==> config.mk <==
export PLATFORM = sky130hd
export DESIGN_NAME = ctr_phase_seq
export DESIGN_NICKNAME = d
export VERILOG_FILES = /design/src/rtl/ctr_phase_seq_pkg.sv /design/src/rtl/ctr_phase_seq_thr.sv /design/src/rtl/ctr_phase_seq.sv
export SDC_FILE = /design/constraint.sdc
export NUM_CORES = 1
export LEC_CHECK = 0
export ABC_AREA = 0
export CORE_MARGIN = 4
export CORE_UTILIZATION = 45
export DETAILED_ROUTE_END_ITERATION = 10
export DONT_BUFFER_PORTS = 1
export GPL_TIMING_DRIVEN = 0
export HOLD_SLACK_MARGIN = 0.08
export PLACE_DENSITY = 0.59
export SYNTH_ARGS = -nofsm -noshare
export SYNTH_HDL_FRONTEND = slang
export SYNTH_SLANG_ARGS = --single-unit
==> constraint.sdc <==
create_clock -name clk -period 7.5 [get_ports clk]
set_clock_uncertainty 0.2 [all_clocks]
set_input_delay 0.375 -clock clk [delete_from_list [all_inputs] [get_ports clk]]
set_output_delay 0.375 -clock clk [all_outputs]
set_load 0.01 [all_outputs]
==> src/rtl/ctr_phase_seq_pkg.sv <==
// rtl/ctr_phase_seq_pkg.sv - shared states, default parameters and helpers for the phase sequencer
package ctr_phase_seq_pkg;

  // Sequencer control states
  typedef enum logic [1:0] {
    ST_IDLE = 2'd0,
    ST_RUN  = 2'd1,
    ST_DONE = 2'd2
  } state_t;

  // Default parameter values used by the top level
  localparam int DEF_WIDTH = 32;
  localparam int DEF_NPH   = 4;
  localparam int DEF_WRAP  = 1;

  // Completed-loop counter ceiling
  localparam logic [7:0] LOOPS_MAX = 8'hFF;

  // Increment that sticks at LOOPS_MAX instead of rolling over
  function automatic logic [7:0] sat_inc8(input logic [7:0] v);
    return (v == LOOPS_MAX) ? v : v + 8'd1;
  endfunction

endpackage

==> src/rtl/ctr_phase_seq_thr.sv <==
// rtl/ctr_phase_seq_thr.sv - per-phase threshold registers with write decode and combinational read
module ctr_phase_seq_thr
  import ctr_phase_seq_pkg::*;
#(
  parameter int WIDTH = DEF_WIDTH,
  parameter int NPH   = DEF_NPH
) (
  input  logic                    clk,
  input  logic                    rst,
  input  logic                    we,
  input  logic [$clog2(NPH)-1:0]  idx,
  input  logic [WIDTH-1:0]        val,
  input  logic [$clog2(NPH)-1:0]  rd_idx,
  output logic [WIDTH-1:0]        rd_val
);

  logic [WIDTH-1:0] thr [NPH];
  logic             idx_ok;

  // Indices past the last phase exist only when NPH is not a power of two; drop them
  assign idx_ok = (int'(idx) < NPH);

  // Threshold storage; a write lands at the edge, so a same-cycle compare sees the old value
  always_ff @(posedge clk or posedge rst) begin
    if (rst) begin
      for (int i = 0; i < NPH; i++) begin
        thr[i] <= '0;
      end
    end else if (we && idx_ok) begin
      thr[idx] <= val;
    end
  end

  // Current phase's threshold, read without a register stage
  assign rd_val = thr[rd_idx];

endmodule

==> src/rtl/ctr_phase_seq.sv <==
// rtl/ctr_phase_seq.sv - phase sequencer: counts cycles and steps through per-phase thresholds
module ctr_phase_seq
  import ctr_phase_seq_pkg::*;
#(
  parameter int WIDTH = DEF_WIDTH,
  parameter int NPH   = DEF_NPH,
  parameter int WRAP  = DEF_WRAP
) (
  input  logic                    clk,
  input  logic                    rst,
  input  logic                    start,
  input  logic                    stop,
  input  logic                    cfg_we,
  input  logic [$clog2(NPH)-1:0]  cfg_idx,
  input  logic [WIDTH-1:0]        cfg_val,
  output logic [WIDTH-1:0]        ctr,
  output logic [$clog2(NPH)-1:0]  phase,
  output logic                    hit,
  output logic                    busy,
  output logic                    done,
  output logic [7:0]              loops
);

  localparam int              PW         = $clog2(NPH);
  localparam logic [PW-1:0]   LAST_PHASE = PW'(NPH - 1);

  state_t            state;
  state_t            state_nx;
  logic [WIDTH-1:0]  ctr_nx;
  logic [PW-1:0]     phase_nx;
  logic              hit_nx;
  logic [7:0]        loops_nx;
  logic [WIDTH-1:0]  thr_cur;
  logic              match;

  ctr_phase_seq_thr #(
    .WIDTH (WIDTH),
    .NPH   (NPH)
  ) u_thr (
    .clk    (clk),
    .rst    (rst),
    .we     (cfg_we),
    .idx    (cfg_idx),
    .val    (cfg_val),
    .rd_idx (phase),
    .rd_val (thr_cur)
  );

  assign match = (ctr == thr_cur);

  // Next-state and next-output decode; stop beats both start and a threshold match
  always_comb begin
    state_nx = state;
    ctr_nx   = ctr;
    phase_nx = phase;
    hit_nx   = 1'b0;
    loops_nx = loops;
    case (state)
      ST_IDLE, ST_DONE: begin
        if (start) begin
          state_nx = ST_RUN;
          ctr_nx   = '0;
          phase_nx = '0;
        end
      end
      ST_RUN: begin
        if (stop) begin
          state_nx = ST_IDLE;
        end else if (match) begin
          // Counter holds on a match so equal back-to-back thresholds fire on consecutive cycles
          hit_nx = 1'b1;
          if (phase != LAST_PHASE) begin
            phase_nx = phase + PW'(1);
          end else if (WRAP != 0) begin
            ctr_nx   = '0;
            phase_nx = '0;
            loops_nx = sat_inc8(loops);
          end else begin
            state_nx = ST_DONE;
          end
        end else begin
          ctr_nx = ctr + WIDTH'(1);
        end
      end
      default: begin
        state_nx = ST_IDLE;
      end
    endcase
  end

  // State and output registers; busy/done are decoded from the next state so they align with it
  always_ff @(posedge clk or posedge rst) begin
    if (rst) begin
      state <= ST_IDLE;
      ctr   <= '0;
      phase <= '0;
      hit   <= 1'b0;
      busy  <= 1'b0;
      done  <= 1'b0;
      loops <= '0;
    end else begin
      state <= state_nx;
      ctr   <= ctr_nx;
      phase <= phase_nx;
      hit   <= hit_nx;
      busy  <= (state_nx == ST_RUN);
      done  <= (state_nx == ST_DONE);
      loops <= loops_nx;
    end
  end

endmodule

==> results of run 1 <==
where the power goes:
group / switching (uW) / internal [uW] / leakage, uW / total (uW)
logic: 289 / 308 / 0.00153 / 597
registers: 193 / 1130 / 0.00215 / 1320
clock network: 373 / 598 / 0.000318 / 971
total: 855 / 2040 / 0.00400 / 2890
worst max path at each step:
stage	start	end	slack [ps]
floorplan	rst	busy	2180
global placement	rst	u_thr.thr[114]	600
detailed placement	phase[0]	loops[1]	3920
CTS	phase[0]	loops[1]	3890
global route	phase[0]	loops[1]	3760
finish	phase[0]	loops[1]	3940
cell usage after synthesis (2+ instances only):
library cell,number,area [sq um]
mux2_2,131,1480
nor2_1,22,82.6
mux4_1,6,158
nor4_1,3,18.8
dfrtp_1,175,4380
mux4_2,26,586
ha_1,3,37.5
mux2i_1,16,160
and3_1,8,50.1
o2bb2ai_1,7,61.3
nor3_1,19,95.1
nor2_2,4,25.0
nand3_1,9,45.0
nand2_1,26,97.6
buf_2,6,30.0
nor4_2,2,25.0
inv_1,6,22.5
clkbuf_1,19,71.3
o2bb2ai_2,22,330
nor3b_1,3,22.5
buf_6,6,67.6
nand3b_1,3,22.5
xnor2_1,32,280
xor2_1,7,61.3
a21oi_1,12,60.1
buf_1,6,22.5
nand2b_1,2,12.5
nand4_1,17,106
o21ai_0,2,10.0
logic make-up after synthesis:
group / after synthesis / synth area share [%]
flip-flops: 175 / 51.0
adder cells (fa/ha/maj): 3 / 0.438
XOR/XNOR: 39 / 3.98
multiplexers: 180 / 27.9
AO/OA/AOI/OAI: 50 / 6.15
AND/OR/NAND/NOR: 124 / 7.71
buffers and inverters: 45 / 2.81
timing repair:
action	CTS	global route
hold buffers	35	0
gates resized for setup	0	0
endpoints found under the hold margin	182	0
cell usage in the layout (no fill, tap or decap), types with 2 or more instances in the layout:
cell type and n:
clkinv_4 2, a21oi_1 12, dfrtp_1 175, mux2i_1 16, nor2_1 22, buf_1 6, nor3b_1 3, xor2_1 7
buf_2 6, nand4_1 17, ha_1 3, nand3_1 9, o21ai_0 2, nand3b_1 3, nor2_2 4, clkinvlp_4 2
xnor2_1 32, o2bb2ai_2 22, clkbuf_1 19, nor3_1 19, mux2_2 131, inv_1 5, mux4_1 6, o2bb2ai_1 7
and3_1 8, nor4_2 2, nand2b_1 2, bufinv_16 4, inv_8 2, mux4_2 26, clkbuf_8 4, dlygate4sd3_1 35
nand2_1 26, buf_6 6, nor4_1 3, clkbuf_16 17
per-layer routing:
layer	part of all wire, %	up-vias
met1	43	2776
met4	1.7	0
li1	-	2397
met3	5.4	24
met2	49	142
met5	0	-
metrics by stage:
step	instances	setup slack [ps]	utilization, %	hold WS [ps]	cell area [sq um]
after floorplan	616	2180	-	245	8580
after global placement	850	605	47.4	246	8870
after detailed placement	851	3920	47.6	38.2	8910
after CTS	918	3890	53.0	149	9920
after global routing	919	3760	53.0	172	9920
final	919	3940	53.0	171	9920
state kept, by name (all words and copies together), names as in the netlist:
signal     count
u_thr.thr    128
ctr           32
loops          8
phase          2
state          2
busy           1
done           1
hit            1
area by class of cell:
type,instances,area share [%]
flip-flops and latches,175,44.2
multi-input cells,396,39.9
clock buffers,21,4.84
repair buffers,36,3.81
well taps,234,2.95
plain buffers,39,2.21
clock inverters,11,1.79
inverters,6,0.303
diodes,1,0.0252
==> summary.md, run 1 <==
| Metric | Value |
|---|---|
| Detailed placement HPWL | `14500 um` |
| Worst VDD drop | `0.169 mV` |
| H-tree level count | `4` |
| Total power | `roughly 2900 uW` |
| Final hold viol count | `0` |
| Clock slew at reported path FFs | `70 ps` |
| 1st-iter DRT viols | `between 300 and 400` |
| Worst path bufs/invs | `3` |
| First-pass GRT wire length | `32100 um` |
| Clock Sinks | `175` |
| Root Buffer | `clkbuf_16` |
| Die width | `between 100 and 150 um` |
| Fraction of registers with async set/reset | `between 90% and 100%` |
| Die Footprint | `between 20000 and 25000 sq um` |
| Reg area | `approximately 4400 sq um` |
| Synthesized Nets | `between 600 and 700` |
| Syn-to-layout area delta | `15.6%` |
| Filler cells | `approximately 1600` |
| RR Startpoint | `phase[0]` |
| Critical path depth | `10` |
| Multi-input logic area | `about 4000 sq um` |
| Slew Limit Fails | `0` |
| Pwr dens | `about 300 nW/um^2` |
| Status | `finished clean` |
| Post-synthesis cell type count | `between 40 and 50` |
| Arrival time at the worst endpoint | `between 3000 and 4000 ps` |
| Hold Crit Class | `primary input to flip-flop` |
| Critical-path cell list | `buf_4 -> buf_6 -> buf_2 -> mux4_2 -> xnor2_1 -> nand4_1 -> nor2_2 -> nand4_4 -> nor4_2 -> mux2_1` |
| Reg-to-reg endpoint | `loops[1]` |
| TNS Setup | `0 ps` |
| Cells after Synth | `between 600 and 700` |
| RePlAce Congestion | `~0.81` |
| Latest clock arrival within the worst-skew pair | `420 ps` |
| Synth Cell Area | `about 8600 sq um` |
| Routed wire length per instance | `about 22 um` |
| Global Route Usage Sum | `19.4%` |
| Initial antenna violation count | `1` |
| Synthesis-stage register bit count | `approximately 180` |
| PortBufs | `0` |
| Syn. warnings | `0` |
| GR Util met2 | `31.6%` |
| Hold path depth | `2` |
| Post-detailed-route count of antenna-violating nets | `0` |
| TritonCTS clock tree | `done` |
| CORE AREA | `approximately 19000 sq um` |
| Hold Path Sink | `u_thr.thr[116]` |
| Reg2Reg Depth | `10` |
| Pleak | `~0.004 uW` |
| Minimum clock period | `~3600 ps` |
| Drt first pass iters | `5` |
| Reg2reg setup slack | `between 3000 and 4000 ps` |
| WL final | `20300 um` |
| Slew @ Worst Pin | `about 1100 ps` |
| Worst-path fanout max | `10` |
| Die H | `~150 um` |
| Fin crit share | `between 40% and 50%` |
| RSZ-0062 raised after global routing | `no` |
| DR vias | `5339` |
| Rows | `50` |
| Crit path max-delay family | `simple AND/OR/NAND/NOR gates` |
| Max-cap viol count | `0` |
| Sequential fraction of the synthesis area | `roughly half` |
| Vias in the first global route | `approximately 5600` |
| CP max stage delay | `roughly 450 ps` |
| Largest net degree at the start of global routing | `~130` |
| Worst min-delay path startpoint | `cfg_idx[1]` |
| Max Root-Sink Buffers | `2` |
| CTS Buf Count | `17` |
| Post-route DRC | `0` |
| Worst path required time | `around 7600 ps` |
| Number of flops mapped to enable cells by yosys | `0` |
| Met3 GRT Util | `about 4.3%` |
| Final nets | `approximately 710` |
| Mean post-synth cell area | `between 10 and 15 sq um` |
| Worst rel slew slack | `between 20% and 30%` |
| Grt total ovfl | `0` |
| Layout cell share with drive strength beyond 1 | `about a third` |
| Critical-path top delay cell | `dfrtp_1` |
| Final setup fails | `0` |
| Fmax | `between 200 and 300 MHz` |
| Met1 Usage GRT | `between 20% and 30%` |
| Post-CTS setup buffers | `0` |
| Endpoint class of the critical path | `flip-flop` |
| Ys flop type | `dfrtp_1` |
| Starting Density | `around 46%` |
| CP Launch Type | `flip-flop` |
| GR peak layer | `met2` |
| Top-level port count | `84` |
| Crit path kind | `flip-flop to flip-flop` |
| Via density | `5.81` |
Note: power is estimated with default switching activity, not from simulation.
==> run 2: changes to the inputs <==
Settings changed: ABC_AREA 0 to 1, PLACE_DENSITY 0.59 to 0.61.
Clock period 7.5 ns to 3.1 ns, I/O delays scaled along.
==> summary.md, run 2 <==
| Metric | Value |
|---|---|
| Minimum clock period | `between 3000 and 4000 ps` |
| Largest net degree at the start of global routing | `between 40 and 50` |
| Die width | `approximately 150 um` |
| Syn-to-layout area delta | `16.4%` |
| GR Util met2 | `a little over two fifths` |
| TritonCTS clock tree | `done` |
| Final std cells w/o fill | `1691` |
| Die H | `about 150 um` |
| Worst path required time | `3230 ps` |
| Worst-path fanout max | `7` |
| Initial antenna violation count | `0` |
| Mux share of post-synthesis cell area | `0%` |
| Post-synthesis cell type count | `24` |
| Die Footprint | `between 20000 and 25000 sq um` |
| Top cell type by total area after synthesis | `dfrtp_1` |
| Antenna diodes | `0` |
| RePlAce Congestion | `just under 1` |
| Syn. warnings | `0` |
| Final setup fails | `0` |
| Cells after Synth | `roughly 1300` |
| Latest clock arrival within the worst-skew pair | `~440 ps` |
| Detailed placement HPWL | `~23000 um` |
| Commonest non-fill, non-tap cell in the layout | `nand2_1` |
| CORE AREA | `between 20000 and 25000 sq um` |
| Most frequent cell after synthesis | `nand2_1` |
| Number of flops mapped to enable cells by yosys | `0` |
| PortBufs | `0` |
| Post-synth top cells | `543 x nand2_1, 175 x dfrtp_1, 153 x nand3_1` |
| Hold Crit Class | `primary input to async pin` |
| Synthesized Nets | `1385` |
| Met3 GRT Util | `4.52%` |
| Post-route DRC | `0` |
| Global Route Usage Sum | `26.8%` |
| Post-detailed-route count of antenna-violating nets | `0` |
| Post-placement cell count | `1617` |
| Slew Limit Fails | `0` |
| Synthesis-stage register bit count | `approximately 180` |
| WL final | `31400 um` |
| Slew @ Worst Pin | `about 730 ps` |
| Synth top area cells | `dfrtp_1 46%, nand2_1 21%, nand3_1 8.1%` |
| Largest family of logic cells by synthesized area | `simple AND/OR/NAND/NOR gates` |
| Drt first pass iters | `5` |
| Adder-cell share of the synthesized area | `less than 1%` |
| Grt total ovfl | `0` |
| GR peak layer | `met2` |
| Clock Sinks | `between 150 and 200` |
| Vias in the first global route | `8540` |
| CP Launch Type | `flip-flop` |
| Arrival time at the worst endpoint | `approximately 3200 ps` |
| Clock slew at reported path FFs | `about 70 ps` |
| Starting Density | `46.3%` |
| Max reg flops | `between 100 and 150` |
| First-pass GRT wire length | `49400 um` |
| Final hold viol count | `0` |
| Largest Register | `u_thr.thr` |
| Status | `finished clean` |
| Fin crit share | `between 90% and 100%` |
| Top-level port count | `84` |
| Worst VDD drop | `0.370 mV` |
| Pwr dens | `732 nW/um^2` |
| RSZ-0062 raised after global routing | `yes` |
| Fmax | `around 320 MHz` |
| H-tree level count | `4` |
| Biggest regs | `u_thr.thr: 128 flops, ctr: 32 flops, loops: 8 flops` |
| Final nets | `roughly 1500` |
| Xor and xnor area share after synthesis | `just under 3%` |
| Sequential fraction of the synthesis area | `between 40 and 50%` |
| 1st-iter DRT viols | `approximately 780` |
| Routed wire length per instance | `18.6 um` |
| Layout cell share with drive strength beyond 1 | `between 5 and 6%` |
| Rows | `between 50 and 60` |
| Crit path kind | `flip-flop to flip-flop` |
| DR vias | `9089` |
| Compound-cell area share of the yosys netlist | `under 10%` |
| Max Root-Sink Buffers | `2` |
| Synth Cell Area | `between 9000 and 10000 sq um` |
| Worst rel slew slack | `just over 50%` |
| CTS Buf Count | `17` |
| Simple-gate portion of the synthesized area | `36.3%` |
| Commonest non-fill, non-tap cells in the layout | `541 x nand2_1, 174 x dfrtp_1, 149 x nand3_1` |
| Endpoint class of the critical path | `flip-flop` |
| Max-cap viol count | `0` |
| Root Buffer | `clkbuf_16` |
| Pleak | `around 0.0054 uW` |
| Via density | `roughly 5.4` |
| Fraction of registers with async set/reset | `between 90% and 100%` |
| Mean post-synth cell area | `just over 7 sq um` |
| Met1 Usage GRT | `about two fifths` |
| Post-synth top area share | `a little under half` |
| Core Util, Final | `a little over half` |
| Ys flop type | `dfrtp_1` |
run 2: cell types whose count changed after synthesis, sizes merged, moves of 16 or more:
cell,before,now
mux2,132,0
o2bb2ai,29,0
xnor2,32,1
nand2,26,544
xor2,7,31
nor2,26,86
mux2i,16,0
inv,6,103
nand3,9,153
mux4,32,0
o21ai,3,131
run 2: cell type report:
| type | instances | area, sq um |
|---|---|---|
| Buffer | 61 | 347 |
| Clock buffer | 17 | 425 |
| Clock inverter | 15 | 199 |
| Fill cell | 2037 | 9440 |
| Inverter | 104 | 397 |
| Multi-Input combinational cell | 1003 | 4470 |
| Sequential cell | 175 | 4380 |
| Tap cell | 270 | 338 |
| Timing Repair Buffer | 46 | 498 |
run 2: metal layers:
metal  part of all wire [%]  vias to the layer above
li1                       -                     4430
met1                     44                     4258
met2                     46                      350
met3                    7.6                       51
met4                    2.5                        0
met5                      0                        -
run 2: cell families after synthesis:
| logic type | Yosys count |
|---|---|
| AND/OR/NAND/NOR | 835 |
| flip-flops | 175 |
| adder cells (fa/ha/maj) | 3 |
| AO/OA/AOI/OAI | 133 |
| XOR/XNOR | 32 |
| buffers and inverters | 165 |
run 2: critical path: stages (launching register included):
cell	delay (ps)
dfrtp_1	660
ha_1	320
nand2_1	90
nor2_1	290
nand3_1	230
nor2_1	290
inv_1	90
nor3_1	370
xor2_1	240
nor2_1	70
nand3_1	70
nand2_1	50
run 2: final timing paths:
| kind | start | endpoint | slack [ps] | cells after the start |
|---|---|---|---|---|
| setup / recovery | ctr[1] | ctr[24] | 20 | 11 |
| hold / removal | rst | ctr[4] | 120 | 3 |
| setup reg to reg | ctr[1] | ctr[24] | 20 | 11 |
| hold reg to reg | u_thr.thr[12] | u_thr.thr[12] | 290 | 2 |
| max in group asynchronous | rst | u_thr.thr[15] | 1680 | 3 |
| min in group clk | cfg_idx[0] | u_thr.thr[116] | 120 | 4 |
run 2: through the flow:
stage                     setup TNS, ps  hold WS, ps  instance area (sq um)  total power, uW  setup slack (ps)
after global routing              -18.3          142                  11100             8590             -12.1
after floorplan                       0         25.8                   9500             4770               506
after global placement           -80450         27.1                   9840             5590              -470
final                                 0          116                  11100             8090              22.1
after CTS                             0         90.4                  11000             7980              8.02
after detailed placement          -2670         -181                   9920             5640              -139
run 2: report_power, final:
part / internal, uW / leakage (uW) / switching (uW)
Combinational: 919 / 0.00282 / 2050
Clock: 1230 / 0.000298 / 1060
Sequential: 2590 / 0.00224 / 242
run 2: timing repair:
action | CTS | global route
setup buffers | 0 | 1
setup endpoints to repair | 31 | 38
hold endpoints to repair | 320 | 0
pin swaps | 0 | 1
resized for setup | 6 | 29
hold buffers | 41 | 0
==> run 3: changes to the inputs <==
Settings changed: PLACE_DENSITY 0.61 to 0.7.
==> summary.md, run 3 (synthesized netlist as in run 2, its figures left out) <==
| Metric | Value |
|---|---|
| 1st-iter DRT viols | `828` |
| Worst path required time | `around 3200 ps` |
| Final nets | `between 1000 and 1500` |
| Max Root-Sink Buffers | `2` |
| Drt first pass iters | `6` |
| Biggest regs | `u_thr.thr: 128 flops, ctr: 32 flops, loops: 8 flops` |
| CTS Buf Count | `17` |
| Clock power frac | `28.6%` |
| Layout cell share with drive strength beyond 1 | `5.70%` |
| RePlAce Congestion | `~0.92` |
| CORE AREA | `20500 sq um` |
| Final setup fails | `0` |
| Largest Register | `u_thr.thr` |
| Final std cells w/o fill | `1691` |
| Post-route DRC | `0` |
| Finished Cell Area | `11000 sq um` |
| CP Launch Type | `flip-flop` |
| Die Footprint | `around 23000 sq um` |
| First-pass GRT wire length | `slightly below 50000 um` |
| Reg2Reg Depth | `17` |
| RR Startpoint | `phase[1]` |
| Final hold viol count | `0` |
| Minimum clock period | `around 2900 ps` |
| Slew Limit Fails | `0` |
| Starting Density | `between 40% and 50%` |
| Die width | `about 150 um` |
| Slew @ Worst Pin | `between 700 and 800 ps` |
| Crit path kind | `flip-flop to flip-flop` |
| Post-detailed-route count of antenna-violating nets | `0` |
| Commonest non-fill, non-tap cells in the layout | `541 x nand2_1, 174 x dfrtp_1, 150 x nand3_1` |
| Latest clock arrival within the worst-skew pair | `450 ps` |
| Clock Sinks | `between 150 and 200` |
| Via density | `roughly 5.5` |
| Antenna diodes | `0` |
| H-tree level count | `4` |
| Pleak | `roughly 0.0053 uW` |
| Int Power | `roughly 4800 uW` |
| DP Area | `between 9000 and 10000 sq um` |
| Endpoint class of the critical path | `flip-flop` |
| Arrival time at the worst endpoint | `approximately 3100 ps` |
| Routed wire length per instance | `between 15 and 20 um` |
| Root Buffer | `clkbuf_16` |
| Die H | `between 150 and 200 um` |
| Worst-path fanout max | `10` |
| Rows | `52` |
| Detailed placement HPWL | `22400 um` |
| Reg area | `approximately 4400 sq um` |
| WL final | `between 30000 and 40000 um` |
| Clock slew at reported path FFs | `70 ps` |
| Pwr dens | `around 730 nW/um^2` |
| Part of the power in registers | `around a third` |
| Commonest non-fill, non-tap cell in the layout | `nand2_1` |
| Worst rel slew slack | `around 51%` |
| Status | `finished clean` |
| DR vias | `9334` |
| PortBufs | `0` |
| Sw Ratio | `approximately 40%` |
| TritonCTS clock tree | `done` |
| Max reg flops | `~130` |
| Top-level port count | `84` |
| Reg-to-reg endpoint | `ctr[6]` |
| Syn-to-layout area delta | `16.2%` |
| Max-cap viol count | `0` |
| Reg2reg setup slack | `170 ps` |
| Power share of the combinational group | `a little over a third` |
| Post-CTS setup buffers | `0` |
| Total power | `8090 uW` |
| Sw Pwr | `3310 uW` |
| Grt total ovfl | `0` |
| Fin crit share | `94.5%` |
| Fmax | `between 300 and 400 MHz` |
| Filler cells | `slightly below 2000` |
| Initial antenna violation count | `0` |
| Worst VDD drop | `between 0.4 and 0.5 mV` |
| Multi-input logic area | `roughly 4500 sq um` |
| Post-placement cell count | `~1600` |
| Largest net degree at the start of global routing | `42` |
| Vias in the first global route | `a little under 9000` |
| Global Route Usage Sum | `26.4%` |
| Hold Crit Class | `primary input to async pin` |
[run 3: changes by cell type in the layout (fill, tap and decap cells not counted), moves of 2 or more]
cell,change
buf_2,+5
buf_6,-3
buf_4,-3
clkinv_8,-2
[run 3: repair_timing]
| item | in CTS | in global routing |
|---|---|---|
| hold buffers | 42 | 0 |
| pin swaps | 0 | 1 |
| hold endpoints to repair | 252 | 0 |
| resized for setup | 2 | 24 |
| endpoints found under the setup margin | 12 | 39 |
[run 3: critical path, cell delays in order, from the launching register on]
cell      delay (ps)
dfrtp_1          440
clkbuf_4         240
inv_2            130
clkbuf_4         260
nand3_2          160
nand2_1          120
nand2_1           50
nand2_1           80
nand2_1           60
nor2_1           140
nand2_1           90
nor2_1           120
nand2_2          120
nand2_2          120
buf_2            250
nor2_1            70
nand3_1           80
nand2_1           60
[run 3: power groups by stage]
stage	Sequential [uW]	Clock, uW	Combinational [uW]
after floorplan	2790	0	1980
after global placement	2850	0	2700
after detailed placement	2860	0	2760
after CTS	2820	2320	2830
after global routing	2860	2440	3280
final	2830	2320	2950
[run 3: per-stage QoR]
stage / hold WS [ps] / setup TNS (ps) / setup slack (ps) / utilization, %
CTS: 137 / 0 / 1.82 / 53.5
detailed placement: -13.7 / -150 / -35.2 / 48.4
global route: 184 / -1.59 / -1.59 / 53.9
finish: 114 / 0 / 170 / 53.9
global placement: 27.4 / -71640 / -424 / 48.0
floorplan: 25.8 / 0 / 506 / -
[run 3: how the worst max path moves through the flow]
stage / from / end / slack (ps) / cells after the start
4_1_cts: phase[1] / ctr[2] / 2 / 15
3_5_place_dp: phase[1] / ctr[2] / -40 / 15
3_3_place_gp: rst / u_thr.thr[92] / -420 / 1
2_1_floorplan: rst / busy / 510 / 1
6_report: phase[1] / ctr[6] / 170 / 17
5_1_grt: phase[0] / ctr[2] / -2 / 16
[run 3: area by class of cell]
class                           count  area share [%]
Inverter                          104            3.57
Timing Repair Buffer               46            4.53
Buffer                             61            2.92
Multi-Input combinational cell   1003            40.6
Clock inverter                     14            1.78
Clock buffer                       18            3.89
Tap cell                          270            3.06
Sequential cell                   175            39.7
[run 3: layer usage]
layer,track usage [%],wire length (um),vias up
li1,-,-,4426
met4,12.6,1130,0
met3,7.46,3090,84
met2,39.5,13900,456
met5,0,0,-
met1,35.2,12800,4368
